### src/rtl/detector_jogada_pkg.sv
// Shared definitions for the move detector: FSM state codes, default debounce
// length and a one-hot helper used when multi-key rejection is compiled in.
package detector_jogada_pkg;

  // State codes are what the 7-segment debug display shows.
  typedef enum logic [3:0] {
    ESPERA  = 4'd0,
    FILTRA  = 4'd1,
    CAPTURA = 4'd2,
    SOLTURA = 4'd3
  } estado_t;

  localparam int DEBOUNCE_CYCLES_DEFAULT = 4;

  // True when exactly one bit of the word is set.
  function automatic logic is_onehot(input logic [31:0] v);
    return ($countones(v) == 32'd1);
  endfunction

endpackage

### src/rtl/sincronizador_2ff.sv
// Two-flop synchronizer for the raw key bus. Synchronous active-high reset.
module sincronizador_2ff #(
  parameter int WIDTH = 4
) (
  input  logic             clock,
  input  logic             reset,
  input  logic [WIDTH-1:0] d,
  output logic [WIDTH-1:0] q
);

  logic [WIDTH-1:0] meta_r;
  logic [WIDTH-1:0] sync_r;

  // Two-stage capture of the asynchronous keys into the clock domain.
  always_ff @(posedge clock) begin
    if (reset) begin
      meta_r <= {WIDTH{1'b0}};
      sync_r <= {WIDTH{1'b0}};
    end else begin
      meta_r <= d;
      sync_r <= meta_r;
    end
  end

  assign q = sync_r;

endmodule

### src/rtl/detector_jogada.sv
// Move detector: synchronizes and debounces the key bus, captures the stable
// key code and emits one single-cycle jogada pulse per press, then waits for a
// debounced release before accepting another press.
// Optional build macro DETECTOR_JOGADA_ONEHOT_EN: stable codes that are not
// one-hot are rejected (db_invalida pulses, no jogada). Without it any nonzero
// stable code is captured and db_invalida is tied low.
module detector_jogada
  import detector_jogada_pkg::*;
#(
  parameter int WIDTH           = 4,
  parameter int DEBOUNCE_CYCLES = DEBOUNCE_CYCLES_DEFAULT
) (
  input  logic             clock,
  input  logic             reset,
  input  logic [WIDTH-1:0] chaves,
  input  logic             habilita,
  output logic             jogada,
  output logic [WIDTH-1:0] jogada_valor,
  output logic             db_estavel,
  output logic             db_invalida,
  output logic [3:0]       db_estado
);

  localparam int CNT_W = $clog2(DEBOUNCE_CYCLES + 1);
  localparam logic [CNT_W-1:0] CNT_MAX  = CNT_W'(DEBOUNCE_CYCLES - 1);
  localparam logic [CNT_W-1:0] CNT_ZERO = CNT_W'(32'd0);
  localparam logic [CNT_W-1:0] CNT_ONE  = CNT_W'(32'd1);
  localparam logic [WIDTH-1:0] KEYS_ZERO = {WIDTH{1'b0}};

  logic [WIDTH-1:0] chaves_s;
  estado_t          estado_r, estado_next_s;
  logic [WIDTH-1:0] amostra_r, amostra_next_s;
  logic [CNT_W-1:0] cnt_r, cnt_next_s;
  logic             jogada_r;
  logic [WIDTH-1:0] valor_r;
  logic             estavel_r;
`ifdef DETECTOR_JOGADA_ONEHOT_EN
  logic             invalida_next_s;
  logic             invalida_r;
`endif

  sincronizador_2ff #(.WIDTH(WIDTH)) u_sync (
    .clock (clock),
    .reset (reset),
    .d     (chaves),
    .q     (chaves_s)
  );

  // Next-state, sample and debounce-counter computation.
  always_comb begin
    estado_next_s  = estado_r;
    amostra_next_s = amostra_r;
    cnt_next_s     = cnt_r;
`ifdef DETECTOR_JOGADA_ONEHOT_EN
    invalida_next_s = 1'b0;
`endif
    case (estado_r)
      ESPERA: begin
        cnt_next_s = CNT_ZERO;
        if (habilita && (chaves_s != KEYS_ZERO)) begin
          estado_next_s  = FILTRA;
          amostra_next_s = chaves_s;
        end else begin
          estado_next_s = ESPERA;
        end
      end
      FILTRA: begin
        if (!habilita || (chaves_s == KEYS_ZERO)) begin
          estado_next_s = ESPERA;
          cnt_next_s    = CNT_ZERO;
        end else if (chaves_s != amostra_r) begin
          // A different key code restarts the filter on the new code.
          amostra_next_s = chaves_s;
          cnt_next_s     = CNT_ZERO;
        end else if (cnt_r == CNT_MAX) begin
          cnt_next_s = CNT_ZERO;
`ifdef DETECTOR_JOGADA_ONEHOT_EN
          if (!is_onehot(32'(amostra_r))) begin
            estado_next_s   = SOLTURA;
            invalida_next_s = 1'b1;
          end else begin
            estado_next_s = CAPTURA;
          end
`else
          estado_next_s = CAPTURA;
`endif
        end else begin
          cnt_next_s = cnt_r + CNT_ONE;
        end
      end
      CAPTURA: begin
        // The pulse is already committed; habilita no longer matters.
        estado_next_s = SOLTURA;
        cnt_next_s    = CNT_ZERO;
      end
      SOLTURA: begin
        if (chaves_s != KEYS_ZERO) begin
          cnt_next_s = CNT_ZERO;
        end else if (cnt_r == CNT_MAX) begin
          estado_next_s = ESPERA;
          cnt_next_s    = CNT_ZERO;
        end else begin
          cnt_next_s = cnt_r + CNT_ONE;
        end
      end
      default: begin
        estado_next_s = ESPERA;
        cnt_next_s    = CNT_ZERO;
      end
    endcase
  end

  // FSM state, sample and counter registers.
  always_ff @(posedge clock) begin
    if (reset) begin
      estado_r  <= ESPERA;
      amostra_r <= KEYS_ZERO;
      cnt_r     <= CNT_ZERO;
    end else begin
      estado_r  <= estado_next_s;
      amostra_r <= amostra_next_s;
      cnt_r     <= cnt_next_s;
    end
  end

  // Output registers, loaded from the next state so they line up with it.
  always_ff @(posedge clock) begin
    if (reset) begin
      jogada_r  <= 1'b0;
      valor_r   <= KEYS_ZERO;
      estavel_r <= 1'b0;
    end else begin
      jogada_r  <= (estado_next_s == CAPTURA);
      estavel_r <= (estado_next_s == FILTRA);
      if (estado_next_s == CAPTURA) begin
        valor_r <= amostra_r;
      end else begin
        valor_r <= valor_r;
      end
    end
  end

`ifdef DETECTOR_JOGADA_ONEHOT_EN
  // Single-cycle flag for a rejected multi-key press.
  always_ff @(posedge clock) begin
    if (reset) begin
      invalida_r <= 1'b0;
    end else begin
      invalida_r <= invalida_next_s;
    end
  end
  assign db_invalida = invalida_r;
`else
  assign db_invalida = 1'b0;
`endif

  assign jogada       = jogada_r;
  assign jogada_valor = valor_r;
  assign db_estavel   = estavel_r;
  assign db_estado    = estado_r;

endmodule

### config.mk
export PLATFORM = sky130hd
export DESIGN_NAME = detector_jogada
export DESIGN_NICKNAME = d
export VERILOG_FILES = /design/src/rtl/detector_jogada_pkg.sv /design/src/rtl/sincronizador_2ff.sv /design/src/rtl/detector_jogada.sv
export SDC_FILE = /design/constraint.sdc
export NUM_CORES = 1
export LEC_CHECK = 0
export CELL_PAD_IN_SITES_DETAIL_PLACEMENT = 0
export CELL_PAD_IN_SITES_GLOBAL_PLACEMENT = 1
export CORE_UTILIZATION = 38
export DETAILED_ROUTE_END_ITERATION = 16
export GPL_ROUTABILITY_DRIVEN = 0
export PLACE_DENSITY_LB_ADDON = 0.1
export RECOVER_POWER = 25
export SLEW_MARGIN = 20
export SYNTH_ARGS = -nofsm -noshare
export SYNTH_HDL_FRONTEND = slang
export SYNTH_SLANG_ARGS = --single-unit
### constraint.sdc
create_clock -name clock -period 2.1 [get_ports clock]
set_clock_uncertainty 0.15 [all_clocks]
set_input_delay 0.315 -clock clock [delete_from_list [all_inputs] [get_ports clock]]
set_output_delay 0.315 -clock clock [all_outputs]
set_load 0.05 [all_outputs]
==> results.ini <==
[timing]
hold_violations = 0
tightest_slew_ns = 0.542
setup_viol = 0
slew_viol_final = 0
min_period_ns = 2.03
relSlewSlack = 0.639
finalCritPeriodShare = 0.968
rsz0062_at_grt = no
setup_tns_ns = 0
fmax_ghz = 0.492

[critical_path]
arrival_ns = 1.57
crit_required_ns = 1.63
r2r-start = db_estado[1]
cp_top_family = buffers and inverters
path_buf_inv = 1
worstSetupEndpointType = output pin
max_stage_delay_ns = 0.83
path_cells = clkdlybuf4s50_1
start_kind = flop
cp_max_fo = 4
crit_path_start = db_estado[3]
worstSetupPathType = flop to output pin
cp_slowest_cell = clkdlybuf4s50_1

[synth]
synthFlopType = dfxtp_1
ys_seq_elements = 25
synth-edff-count = 0
post_synth_instance_area_mm2 = 0.00105
synth_common_cells = 25 x dfxtp_1, 9 x nor2b_1, 8 x nand3_1
yosysMostFrequentCell = dfxtp_1
synth_cell_types = 31
syn_area_per_cell_um2 = 9.58
syn_inst = 110
yosys.area.top_type_share = 0.475
async_flop_share = 0
yosys.area.top_type = dfxtp_1
ys_top_cells_by_area = dfxtp_1 48%, nor2b_1 5.3%, and4_1 4.2%, nand3_1 3.8%, o211ai_1 3.6%
seq_area_frac_synth = 0.475
yosysWarnings = 0

[die]
coreArea_mm2 = 0.00254
die_w_um = 54.7
die_h_um = 54.7
initial_utilization = 0.414
ioPinCount = 18
die_area_mm2 = 0.00299
num_rows = 18

[global_routing]
grt_util_met2 = 0.261
top_usage_layer = met2
grt-ovfl-total = 0
grt_use_met1 = 0.222
met3_usage = 0.0528
grtUsageTotal = 0.169
grt_max_degree = 14
grt_first_pass_wirelength_um = 3550
first_global_vias = 750
antenna_found_initial = 0

[clock_tree]
holdBufCountCts = 0
clk_pin_slew_ns = 0.13
post_cts_resized = 0
cts_setup_buffers = 0
cts.sinks = 25
cts_tree = built
insertion_delay_ns = 0.32
cts_buffers = 3
clock_path_buffers = 2
cts-htree-levels = 1
cts-root-buf = clkbuf_4

[flow_run]
drv_cap = 0

[finish]
finalCoreUtilization = 0.511
nNetsFinal = 142
nFillCells = 255
area_growth_pct = 23.5
final_cells = 163
n_antenna_cell = 0
drive_gt1_frac = 0.120

[hold_path]
hold_start = cnt_r[0]
hold_path.class = flop to flop

[drt]
routed_wl_um = 2210
remaining_drc_errors = 0
via_per_inst = 5.45
drt_iter0_markers = 14
dr.pass1.iters = 4
vias = 889
wl_per_cell_um = 13.5
ant_nets = 0

[placed_design]
port_buffers = 16
hpwl_um = 1650
dp_cells = 159

[run_status]
status = complete, no violations

[power]
peakVddDrop_mv = 0.502
total_power_uw = 816
leakage_nw = 0.460
cellPowerDensity_mw_per_mm2 = 627

-- placed cells by master, fill, tap and decap left out --
cell type	instances
nor4b_1	2
nor2_1	3
buf_4	8
nor4_2	1
ha_1	1
conb_1	3
o211ai_1	5
a21oi_1	7
nor2b_1	9
nor3b_1	1
o211a_1	1
clkbuf_4	3
inv_1	2
nand3b_1	1
clkbuf_1	2
or3_4	1
or4b_1	1
nor4_1	2
nor3_2	2
nand2_1	4
dlygate4sd3_1	1
nor4b_2	1
and2_1	1
or4_1	1
xnor2_1	4
a21o_1	1
o21ai_1	4
clkdlybuf4s50_1	13
and4_1	5
nand3_1	8
nand4_1	5
a31oi_1	5
dfxtp_1	25
-- cell type report --
cell class                 instances  area, um2  area share
multi-input combinational         79        526       0.404
inverter                           2       7.51     0.00577
sequential                        25        500       0.385
timing repair buffer              23        204       0.157
clock buffer                       4       26.3      0.0202
tap                               30       37.5      0.0288
-- state kept, by name, summed over array words and instances, names as in the netlist --
name / count
amostra_r: 4
cnt_r: 3
db_estado: 4
db_estavel: 1
jogada: 1
jogada_valor: 4
u_sync.meta_r: 4
u_sync.q: 4
-- per-stage QoR --
stage	cell area, um2	worst slack [ns]	hold WS [ns]
after floorplan	1060	0.159	0.257
after global placement	1280	0.0111	0.264
after detailed placement	1280	-0.0544	0.277
after CTS	1310	0.0523	0.299
after global routing	1300	0.0160	0.312
final	1300	0.0681	0.295
-- per-layer routing --
| layer | wire length (um) | part of all wire |
|---|---|---|
| met3 | 102 | 0.046 |
| met4 | 20 | 0.0091 |
| met1 | 1070 | 0.49 |
| met2 | 1010 | 0.46 |
| met5 | 0 | 0 |
-- logic make-up after synthesis --
group / Yosys count / share of synthesized area
xor gates and xnor gates: 4 / 0.0333
AOI/OAI and AO/OA: 23 / 0.134
other: 1 / 0.00356
DFF: 25 / 0.475
adders and majority gates: 1 / 0.0119
buffers and inverters: 8 / 0.0333
and+or+nand+nor: 48 / 0.309
-- power by group --
group	total (mW)	internal [mW]	switching, mW
combinational	0.101	0.0419	0.0588
clock	0.218	0.0745	0.143
sequential	0.497	0.486	0.0113
-- worst paths after layout --
kind	slack, ns	endpoint	depth (start not counted)
worst max-delay path	0.07	db_estado[3]	1
worst min register to register	0.29	cnt_r[0]	1
worst max register to register	0.24	jogada_valor[2]	4
worst min-delay path	0.29	cnt_r[0]	1
Power figures use the tool's default switching activity.
